File: src/rtl/fp_mul_pkg.sv
// Shared constants and types for the FP32 multiplier datapath.
package fp_mul_pkg;

  localparam int unsigned FP32_W     = 32;
  localparam int unsigned FP32_EXP_W = 8;
  localparam int unsigned FP32_MAN_W = 23;
  localparam int unsigned FP32_BIAS  = 127;

  typedef enum logic [1:0] {
    EXP_NORMAL,
    EXP_ZERO,
    EXP_OVF,
    EXP_UNF
  } exp_class_t;

endpackage

File: src/rtl/exp_classify.sv
// Combinational exponent classifier: signed unbiased-adjusted exponent -> class and
// saturated biased exponent field.
module exp_classify import fp_mul_pkg::*; #(
  parameter int unsigned EXP_W = FP32_EXP_W
) (
  input  logic signed [EXP_W+1:0] e_i,
  input  logic                    zero_i,
  output exp_class_t              class_o,
  output logic        [EXP_W-1:0] exp_o
);

  localparam logic signed [EXP_W+1:0] EMax  = signed'({2'b00, {EXP_W{1'b1}}});
  localparam logic signed [EXP_W+1:0] EZero = '0;

  // Zero operands win over any exponent condition; no subnormals, so E <= 0 flushes.
  always_comb begin
    class_o = EXP_NORMAL;
    exp_o   = e_i[EXP_W-1:0];
    if (zero_i) begin
      class_o = EXP_ZERO;
      exp_o   = '0;
    end else if (e_i >= EMax) begin
      class_o = EXP_OVF;
      exp_o   = '1;
    end else if (e_i <= EZero) begin
      class_o = EXP_UNF;
      exp_o   = '0;
    end
  end

endmodule

File: src/rtl/fp_exp_adjust.sv
// Exponent bias removal, normalisation increment and classification for the FP32
// multiplier; two-stage valid/ready pipeline with a saturating exception counter.
module fp_exp_adjust import fp_mul_pkg::*; #(
  parameter int unsigned EXP_W = FP32_EXP_W,
  parameter int unsigned BIAS  = FP32_BIAS,
  parameter int unsigned CNT_W = 8
) (
  input  logic             i_clk,
  input  logic             i_rst,
  input  logic             i_valid,
  output logic             o_ready,
  input  logic [EXP_W-1:0] i_exp_sum,
  input  logic             i_exp_carry,
  input  logic             i_mant_msb,
  input  logic             i_sign,
  input  logic             i_zero,
  input  logic             i_ds_ready,
  output logic             o_valid,
  output logic [EXP_W-1:0] o_exp,
  output logic             o_sign,
  output logic             o_zero,
  output logic             o_overflow,
  output logic             o_underflow,
  input  logic             i_cnt_clr,
  output logic [CNT_W-1:0] o_exc_cnt
);

  localparam int unsigned EW = EXP_W + 2;

  logic          s1_valid_q, s1_sign_q, s1_zero_q;
  logic [EW-1:0] s1_e_q, e_d;

  logic             s2_valid_q, sign_q, zero_q, ovf_q, unf_q;
  logic [EXP_W-1:0] exp_q;
  logic [CNT_W-1:0] cnt_q;

  logic             s1_load, s2_load, exc_xfer;
  exp_class_t       cls;
  logic [EXP_W-1:0] cls_exp;

  always_comb begin
    s2_load  = !s2_valid_q || i_ds_ready;
    s1_load  = !s1_valid_q || s2_load;
    o_ready  = s1_load;
    exc_xfer = s2_valid_q && i_ds_ready && (ovf_q || unf_q);
    // Two's-complement wrap in EW bits yields the signed result directly.
    e_d = {1'b0, i_exp_carry, i_exp_sum} + EW'(i_mant_msb) - EW'(BIAS);
  end

  exp_classify #(
    .EXP_W(EXP_W)
  ) u_classify (
    .e_i    (signed'(s1_e_q)),
    .zero_i (s1_zero_q),
    .class_o(cls),
    .exp_o  (cls_exp)
  );

  always_ff @(posedge i_clk or posedge i_rst) begin
    if (i_rst) begin
      s1_valid_q <= 1'b0;
      s1_sign_q  <= 1'b0;
      s1_zero_q  <= 1'b0;
      s1_e_q     <= '0;
      s2_valid_q <= 1'b0;
      exp_q      <= '0;
      sign_q     <= 1'b0;
      zero_q     <= 1'b0;
      ovf_q      <= 1'b0;
      unf_q      <= 1'b0;
      cnt_q      <= '0;
    end else begin
      if (s1_load) begin
        s1_valid_q <= i_valid;
        if (i_valid) begin
          s1_e_q    <= e_d;
          s1_sign_q <= i_sign;
          s1_zero_q <= i_zero;
        end
      end
      if (s2_load) begin
        s2_valid_q <= s1_valid_q;
        if (s1_valid_q) begin
          exp_q  <= cls_exp;
          sign_q <= s1_sign_q;
          zero_q <= (cls == EXP_ZERO) || (cls == EXP_UNF);
          ovf_q  <= (cls == EXP_OVF);
          unf_q  <= (cls == EXP_UNF);
        end
      end
      if (i_cnt_clr) begin
        cnt_q <= '0;
      end else if (exc_xfer && (cnt_q != '1)) begin
        cnt_q <= cnt_q + 1'b1;
      end
    end
  end

  always_comb begin
    o_valid     = s2_valid_q;
    o_exp       = exp_q;
    o_sign      = sign_q;
    o_zero      = zero_q;
    o_overflow  = ovf_q;
    o_underflow = unf_q;
    o_exc_cnt   = cnt_q;
  end

endmodule

File: config.mk
export PLATFORM = sky130hd
export DESIGN_NAME = fp_exp_adjust
export DESIGN_NICKNAME = d
export VERILOG_FILES = /design/src/rtl/fp_mul_pkg.sv /design/src/rtl/exp_classify.sv /design/src/rtl/fp_exp_adjust.sv
export SDC_FILE = /design/constraint.sdc
export NUM_CORES = 1
export LEC_CHECK = 0
export BUFFER_PORTS_ARGS = -buffer_cell sky130_fd_sc_hd__buf_4
export CAP_MARGIN = 25
export CORE_MARGIN = 2
export CORE_UTILIZATION = 58
export CTS_CLUSTER_SIZE = 40
export DETAILED_ROUTE_END_ITERATION = 12
export PLACE_DENSITY = 0.84
export SYNTH_ARGS = -nofsm -noshare
export SYNTH_HDL_FRONTEND = slang
export SYNTH_SLANG_ARGS = --single-unit
File: constraint.sdc
create_clock -name i_clk -period 3.9 [get_ports i_clk]
set_input_delay 1.17 -clock i_clk [delete_from_list [all_inputs] [get_ports i_clk]]
set_output_delay 1.17 -clock i_clk [all_outputs]
set_load 0.01 [all_outputs]
==> results of run 1 <==
flip-flops by register name (all words and copies together), names as in the netlist:
register	flops
o_exc_cnt	8
o_exp	8
o_overflow	1
o_sign	1
o_underflow	1
o_valid	1
o_zero	1
s1_e_q	10
s1_sign_q	1
s1_valid_q	1
s1_zero_q	1
cells in the final DEF, fill, tap and decap left out, drive strengths merged, types with 4 or more instances in the layout:
master	count
a21oi	5
buf	39
clkbuf	7
dfrtp	34
inv	13
mux2	9
nand2	7
nand2b	6
nand3	6
nor2	9
nor2b	4
o211ai	9
o21ai	13
o2bb2ai	9
worst min path at each step:
stage	endpoint	slack, ns	depth (start not counted)
after floorplan	o_sign$_DFFE_PP0P_	0.48	1
after global placement	o_exp[2]$_DFFE_PP0P_	0.48	1
after detailed placement	o_exp[0]$_DFFE_PP0P_	0.48	1
after CTS	o_exp[0]$_DFFE_PP0P_	0.51	1
after global routing	o_exp[0]$_DFFE_PP0P_	0.53	1
final	o_exp[0]$_DFFE_PP0P_	0.50	1
power breakdown:
| group | switching, mW | internal, mW |
|---|---|---|
| sequential | 0.0460 | 0.402 |
| combinational | 0.100 | 0.103 |
| clock | 0.117 | 0.0873 |
worst max-delay path, cell delays in order:
cell	delay (ns)
buf_4	0.12
and3b_1	0.40
inv_2	0.12
buf_4	0.16
cells in the mapped netlist (2+ instances only):
cell	number	area share (%)
ha_1	3	2.1
o211ai_1	8	3.4
mux2_2	9	5.7
nand3_1	6	1.7
inv_1	12	2.5
nand3b_1	2	0.84
nor2b_1	4	1.4
o2bb2ai_1	9	4.4
nor2_1	9	1.9
and4_1	3	1.5
nor3b_1	3	1.3
nand4b_1	2	0.98
o31ai_1	2	0.84
o21ai_0	13	3.6
dfrtp_1	34	48
mux2i_1	2	1.1
nand2b_1	6	2.1
nand2_1	7	1.5
o311a_1	2	1.1
a31oi_1	2	0.70
nor4_1	3	1.0
nor3_1	3	0.84
a2111oi_0	2	0.98
xnor2_1	2	0.98
a21oi_1	5	1.4
clkbuf_1	6	1.3
per-layer routing:
metal / vias up / global-route usage (%) / wire, µm
met2: 60 / 42.4 / 1990
met5: - / 0 / 0
met4: 0 / 10.8 / 81
met1: 744 / 29.6 / 1640
met3: 10 / 6.55 / 233
li1: 732 / - / -
cells by family after synthesis:
family	count (synthesis)	share of synthesized area, %
muxes	11	6.79
AOI/OAI and AO/OA	50	19.9
xor gates and xnor gates	3	1.47
DFF	34	47.6
adders and majority gates	3	2.10
buffers and inverters	21	4.90
and+or+nand+nor	54	17.3
metrics by stage:
step	hold slack [ns]	power (mW)	utilization (%)	setup slack [ns]
after CTS	0.506	0.860	71.4	0.780
after global routing	0.532	0.905	71.4	0.736
after global placement	0.477	0.648	69.4	0.802
final	0.505	0.856	71.4	0.762
after detailed placement	0.480	0.657	69.4	0.789
after floorplan	0.477	0.563	-	1.18
layout make-up:
class                      count  area [µm²]
fill                         242         860
sequential                    34         851
multi-input combinational    121         850
timing repair buffer          39         293
clock buffer                   7        55.1
inverter                      13        48.8
tap                           33        41.3
clock inverter                 1        5.00
==> flow_summary.json, run 1 <==
{
  "worstReg2RegEnd": "o_exc_cnt[7]$_DFFE_PP0P_",
  "ir_worst_vdd_mv": 0.172,
  "outcome": "finished clean",
  "core_um2": 3000,
  "die_area_um2": 3540,
  "grt_overflow": 0,
  "slew_headroom_pct": 69.1,
  "yosysSeqAreaShare_pct": 47.6,
  "synth-seq-cells": 34,
  "fin_crit_ns": 3.14,
  "cts.sinks": 34,
  "nets": 234,
  "die_h_um": 59.5,
  "finalInstanceArea_um2": 2140,
  "grt_pass1_vias": 1502,
  "gp_congestion": 0.845,
  "path_class": "in -> out",
  "antenna_found_initial": 0,
  "end_kind": "output pin",
  "grt_pass1_wl_mm": 6.60,
  "ys_types": 43,
  "min_from": "o_exp[0]$_DFFE_PP0P_",
  "antennaDiodeCount": 0,
  "setup_viol_count_final": 0,
  "r2r_start": "o_exc_cnt[0]$_DFFE_PP0P_",
  "initial_utilization_pct": 59.5,
  "postSynth.asyncResetShare_pct": 100,
  "dp_cells": 240,
  "wl_mm": 3.95,
  "synth_edf_count": 0,
  "tritoncts": "done",
  "final_cells": 248,
  "crit_end": "o_ready",
  "via_per_inst": 6.23,
  "cp.required_ns": 2.73,
  "fin_setup_tns_ns": 0,
  "fin_skew_ns": 0.0121,
  "ctsLongestPathBuffers": 2,
  "ctsResizeCount": 0,
  "crit_fanout": 10,
  "synthFlopType": "dfrtp_1",
  "post_cts_buffers": 0,
  "yosysWarnings": 0,
  "dr.pass1.iters": 4,
  "power_leakage_nw": 0.947,
  "crit_path_start_kind": "input port",
  "hold_path_class": "reg -> reg",
  "rsz0062_at_grt": "false",
  "grt.total_usage_pct": 24.9,
  "netlist_area_um2": 1790,
  "port_buffers": 38,
  "worst_pin_slew_ns": 0.462,
  "arrival_ns": 1.97,
  "postSynthCellCount": 176,
  "fin_crit_sh_pct": 80.5,
  "clk_latency_ns": 0.34,
  "clock-root-buffer": "clkbuf_4",
  "htree_levels": 2,
  "drive_gt1_share_pct": 27.0,
  "rows": 20,
  "die_w_um": 59.5,
  "hold_violations": 0,
  "drc_errors": 0,
  "drv_slew": 0,
  "reg2reg_depth": 4,
  "crit_path_start": "i_ds_ready",
  "cap_violations": 0,
  "vias": 1546,
  "ff2ff_setup_slack_ns": 2.14,
  "dpl.hpwl_mm": 2.96,
  "tritoncts.num_buffers": 5,
  "syn_to_final_growth_pct": 19.9,
  "synth_fp_nets": 196,
  "power_density_nw_per_um2": 399,
  "syn_avg_cell_area_um2": 10.2,
  "holdBufCountCts": 0,
  "clkTransAtPathRegs_ns": 0.10,
  "grt_max_degree": 35,
  "ant_nets": 0,
  "ios": 39,
  "drt_iter0_drc": 93,
  "placedInstanceArea_um2": 2080,
  "clock.fmax_mhz": 319,
  "wl_per_cell_um": 15.9
}
Power figures use the tool's default switching activity.
==> run 2, diff against run 1 <==
--- a/config.mk
+++ b/config.mk
@@ -8,10 +8,10 @@
 export BUFFER_PORTS_ARGS = -buffer_cell sky130_fd_sc_hd__buf_4
 export CAP_MARGIN = 25
 export CORE_MARGIN = 2
-export CORE_UTILIZATION = 58
+export CORE_UTILIZATION = 53
 export CTS_CLUSTER_SIZE = 40
 export DETAILED_ROUTE_END_ITERATION = 12
-export PLACE_DENSITY = 0.84
+export PLACE_DENSITY = 0.78
 export SYNTH_ARGS = -nofsm -noshare
 export SYNTH_HDL_FRONTEND = slang
 export SYNTH_SLANG_ARGS = --single-unit
==> constraint.sdc (replaced) <==
create_clock -name i_clk -period 3.25 [get_ports i_clk]
set_input_delay 0.975 -clock i_clk [delete_from_list [all_inputs] [get_ports i_clk]]
set_output_delay 0.975 -clock i_clk [all_outputs]
set_load 0.01 [all_outputs]
==> flow_summary.json, run 2 (synthesis results as in run 1) <==
{
  "outcome": "finished clean",
  "vias": 1521,
  "most-common-layout-cells": "buf_4, dfrtp_1, o21ai_0",
  "postLayoutCoreUtil_pct": 65.8,
  "cap_violations": 0,
  "grt_pass1_wl_mm": 6.22,
  "die_area_um2": 3850,
  "core_um2": 3280,
  "antenna_found_initial": 0,
  "fin_crit_ns": 2.73,
  "holdBufCountCts": 0,
  "setup_viol_count_final": 0,
  "clock-root-buffer": "clkbuf_4",
  "reg2reg_depth": 3,
  "rows": 21,
  "cp.required_ns": 2.27,
  "tritoncts.num_buffers": 5,
  "wl_mm": 3.90,
  "clkTransAtPathRegs_ns": 0.11,
  "drt_iter0_drc": 85,
  "dpl.hpwl_mm": 2.87,
  "htree_levels": 2,
  "fill_cells": 288,
  "critPathTopFamily": "buffers and inverters",
  "grt_pass1_vias": 1332,
  "fin_setup_tns_ns": 0,
  "crit_cells": 4,
  "syn_to_final_growth_pct": 20.8,
  "hold_path_class": "reg -> reg",
  "final_common_cell": "buf_4",
  "max_stage_delay_ns": 0.39,
  "crit_path_start_kind": "input port",
  "via_per_inst": 5.83,
  "clock.fmax_mhz": 366,
  "rsz0062_at_grt": "false",
  "drv_slew": 0,
  "ctsResizeCount": 0,
  "initial_utilization_pct": 54.4,
  "power_density_nw_per_um2": 474,
  "crit_fanout": 10,
  "die_h_um": 62.1,
  "drc_errors": 0,
  "dpl_worst_slack_ns": 0.525,
  "post_cts_buffers": 0,
  "ios": 39,
  "cts.sinks": 34,
  "crit_slowest_cell": "and3b_1",
  "arrival_ns": 1.76,
  "wl_per_cell_um": 14.9,
  "slew_headroom_pct": 68.9,
  "nets": 234,
  "crit_path_cell_trace": "buf_4 -> and3b_1 -> inv_2 -> buf_4",
  "grt_overflow": 0,
  "port_buffers": 38,
  "worst_pin_slew_ns": 0.455,
  "drive_gt1_share_pct": 27.0,
  "placedInstanceArea_um2": 2100,
  "die_w_um": 62.1,
  "fin_crit_sh_pct": 84.0,
  "clk_latency_ns": 0.34,
  "hold_depth": 1,
  "finalInstanceArea_um2": 2160,
  "tritoncts": "done",
  "ir_worst_vdd_mv": 0.243,
  "gp_congestion": 0.920,
  "fin_skew_ns": 0.0116,
  "cpMostUsedCell": "buf_4",
  "antennaDiodeCount": 0,
  "grt.total_usage_pct": 22.7,
  "dr.pass1.iters": 4,
  "path_class": "in -> out",
  "top_register": "s1_e_q",
  "crit_buf_inv": 3,
  "p_total_mw": 1.02,
  "worst_slack_ns": 0.519,
  "hold_violations": 0,
  "ant_nets": 0,
  "ctsLongestPathBuffers": 2,
  "grt_max_degree": 35,
  "end_kind": "output pin",
  "power_leakage_nw": 0.947,
  "largest_reg_flops": 10
}
## run 2: cell counts in the layout (fill, tap and decap cells not counted)
Identical to the previous run, type by type.
## run 2: final timing paths
| kind | from | end | slack [ns] |
|---|---|---|---|
| setup / recovery | i_ds_ready | o_ready | 0.52 |
| hold / removal | o_exp[1]$_DFFE_PP0P_ | o_exp[1]$_DFFE_PP0P_ | 0.51 |
| setup reg to reg | s1_valid_q$_DFFE_PP0N_ | s1_sign_q$_DFFE_PP0P_ | 1.51 |
| hold reg to reg | o_exp[1]$_DFFE_PP0P_ | o_exp[1]$_DFFE_PP0P_ | 0.51 |
| max in group asynchronous | i_rst | s1_e_q[8]$_DFFE_PP0P_ | 2.23 |
| min in group asynchronous | i_rst | o_exp[7]$_DFFE_PP0P_ | 0.71 |
## run 2: through the flow
step,std cells,hold slack (ns)
after floorplan,176,0.477
final,261,0.509
after CTS,261,0.507
after detailed placement,253,0.481
after global placement,253,0.475
after global routing,261,0.524
## run 2: area by class of cell
cell class / instances / area (µm²) / share of cell area (%)
Sequential cell: 34 / 851 / 39.4
Multi-Input combinational cell: 121 / 850 / 39.3
Timing Repair Buffer: 39 / 293 / 13.6
Tap cell: 46 / 57.6 / 2.67
Clock buffer: 7 / 55.1 / 2.55
Inverter: 13 / 48.8 / 2.26
Clock inverter: 1 / 5.00 / 0.232
## run 2: power breakdown
part	internal (mW)	leakage, nW	switching (mW)
Sequential	0.483	0.429	0.0537
Combinational	0.124	0.482	0.120
Clock	0.105	0.0353	0.139
Total	0.711	0.947	0.313
## run 2: layer usage
| layer | global-route usage [%] | part of all wire (%) | up-vias |
|---|---|---|---|
| met5 | 0 | 0 | - |
| li1 | - | - | 725 |
| met4 | 8.21 | 1.4 | 0 |
| met2 | 36.6 | 50 | 52 |
| met1 | 28.3 | 43 | 739 |
| met3 | 7.66 | 5.7 | 5 |
==> run 3, diff against run 2 <==
==> constraint.sdc (replaced) <==
create_clock -name i_clk -period 2.6 [get_ports i_clk]
set_input_delay 0.78 -clock i_clk [delete_from_list [all_inputs] [get_ports i_clk]]
set_output_delay 0.78 -clock i_clk [all_outputs]
set_load 0.01 [all_outputs]
==> flow_summary.json, run 3 (synthesis results as in run 1) <==
{
  "ctsLongestPathBuffers": 2,
  "holdBufCountCts": 0,
  "drive_gt1_share_pct": 27.8,
  "largest_reg_flops": 10,
  "fin_crit_sh_pct": 90.2,
  "wl_met3_um": 206,
  "cts.sinks": 34,
  "fin_crit_ns": 2.35,
  "power_density_nw_per_um2": 578,
  "wl_mm": 3.94,
  "clkTransAtPathRegs_ns": 0.10,
  "final_common_cell": "buf_4",
  "clk_latency_ns": 0.33,
  "tritoncts": "done",
  "top_layer": "met4",
  "fin_skew_ns": 0.0123,
  "arrival_ns": 1.57,
  "dpl_worst_slack_ns": 0.262,
  "crit_path_start_kind": "input port",
  "tritoncts.num_buffers": 5,
  "clock.fmax_mhz": 426,
  "worst_slack_ns": 0.255,
  "post_cts_buffers": 0,
  "die_h_um": 62.1,
  "gp_congestion": 0.923,
  "slew_headroom_pct": 71.4,
  "ctsResizeCount": 0,
  "placedInstanceArea_um2": 2110,
  "setup_viol_count_final": 0,
  "met2WireLength_mm": 1.99,
  "cap_violations": 0,
  "grt_pass1_vias": 1404,
  "ff2ff_setup_slack_ns": 0.89,
  "top_register": "s1_e_q",
  "crit_fanout": 10,
  "vias": 1512,
  "wl_per_cell_um": 15.0,
  "antenna_found_initial": 0,
  "syn_to_final_growth_pct": 20.9,
  "via_per_inst": 5.77,
  "antennaDiodeCount": 0,
  "cp.required_ns": 1.82,
  "worst_pin_slew_ns": 0.428,
  "hold_path_class": "reg -> reg",
  "die_w_um": 62.1,
  "dr.pass1.iters": 5,
  "rows": 21,
  "grt_pass1_wl_mm": 6.36,
  "die_area_um2": 3850,
  "initial_utilization_pct": 54.4,
  "dpl.hpwl_mm": 2.97,
  "htree_levels": 2,
  "grt_overflow": 0,
  "path_class": "in -> out",
  "ir_worst_vdd_mv": 0.398,
  "end_kind": "output pin",
  "drc_errors": 0,
  "fin_setup_tns_ns": 0,
  "wl_met1_mm": 1.71,
  "ant_nets": 0,
  "fill_cells": 285,
  "finalInstanceArea_um2": 2160,
  "most-common-layout-cells": "buf_4, dfrtp_1, o21ai_0",
  "drt_iter0_drc": 67,
  "ios": 39,
  "drv_slew": 0,
  "grt.total_usage_pct": 22.6,
  "grt_max_degree": 35,
  "nets": 236,
  "rsz0062_at_grt": "false",
  "hold_violations": 0,
  "outcome": "finished clean",
  "port_buffers": 38,
  "core_um2": 3280,
  "clock-root-buffer": "clkbuf_4",
  "power_leakage_nw": 0.952
}
-- run 3: changes by cell type in the layout (fill, tap and decap cells not counted) --
cell and change:
buf_4 +2, clkbuf_1 -1, clkbuf_8 -1, clkinv_2 +1
-- run 3: metal layers --
metal / up-vias / track usage [%]
met5: - / 0
met4: 0 / 6.69
met3: 5 / 6.00
met2: 47 / 37.8
met1: 726 / 28.6
li1: 734 / -
-- run 3: through the flow --
step | power [mW] | cells | hold WS (ns) | utilization, %
6_report | 1.25 | 262 | 0.498 | 65.8
2_1_floorplan | 0.844 | 176 | 0.477 | -
3_3_place_gp | 0.977 | 255 | 0.475 | 64.4
4_1_cts | 1.26 | 262 | 0.503 | 65.8
5_1_grt | 1.33 | 262 | 0.523 | 65.8
3_5_place_dp | 0.994 | 255 | 0.475 | 64.4
-- run 3: path summary, 6_finish.rpt --
kind,from,end,cells past startpoint
setup / recovery,i_ds_ready,o_ready,4
setup reg to reg,o_exc_cnt[0]$_DFFE_PP0P_,o_exc_cnt[7]$_DFFE_PP0P_,4
min in group asynchronous,i_rst,o_exp[6]$_DFFE_PP0P_,3
hold reg to reg,o_exp[5]$_DFFE_PP0P_,o_exp[5]$_DFFE_PP0P_,1
hold / removal,o_exp[5]$_DFFE_PP0P_,o_exp[5]$_DFFE_PP0P_,1
max in group asynchronous,i_rst,o_overflow$_DFFE_PP0P_,3
-- run 3: power breakdown --
group | internal, mW | switching [mW]
sequential | 0.603 | 0.0652
combinational | 0.158 | 0.156
clock | 0.0971 | 0.170
total | 0.859 | 0.391
-- run 3: final cells by class --
class                           instances  area, µm²  area share (%)
Multi-Input combinational cell        121        850            39.3
Timing Repair Buffer                   41        308            14.2
Tap cell                               46       57.6            2.66
Clock buffer                            5       37.5            1.74
Inverter                               13       48.8            2.26
Sequential cell                        34        851            39.4
Clock inverter                          2       10.0           0.463
-- run 3: worst max-delay path, cell delays in order --
cell	delay, ns
buf_4	0.12
and3b_1	0.39
inv_2	0.11
buf_4	0.16
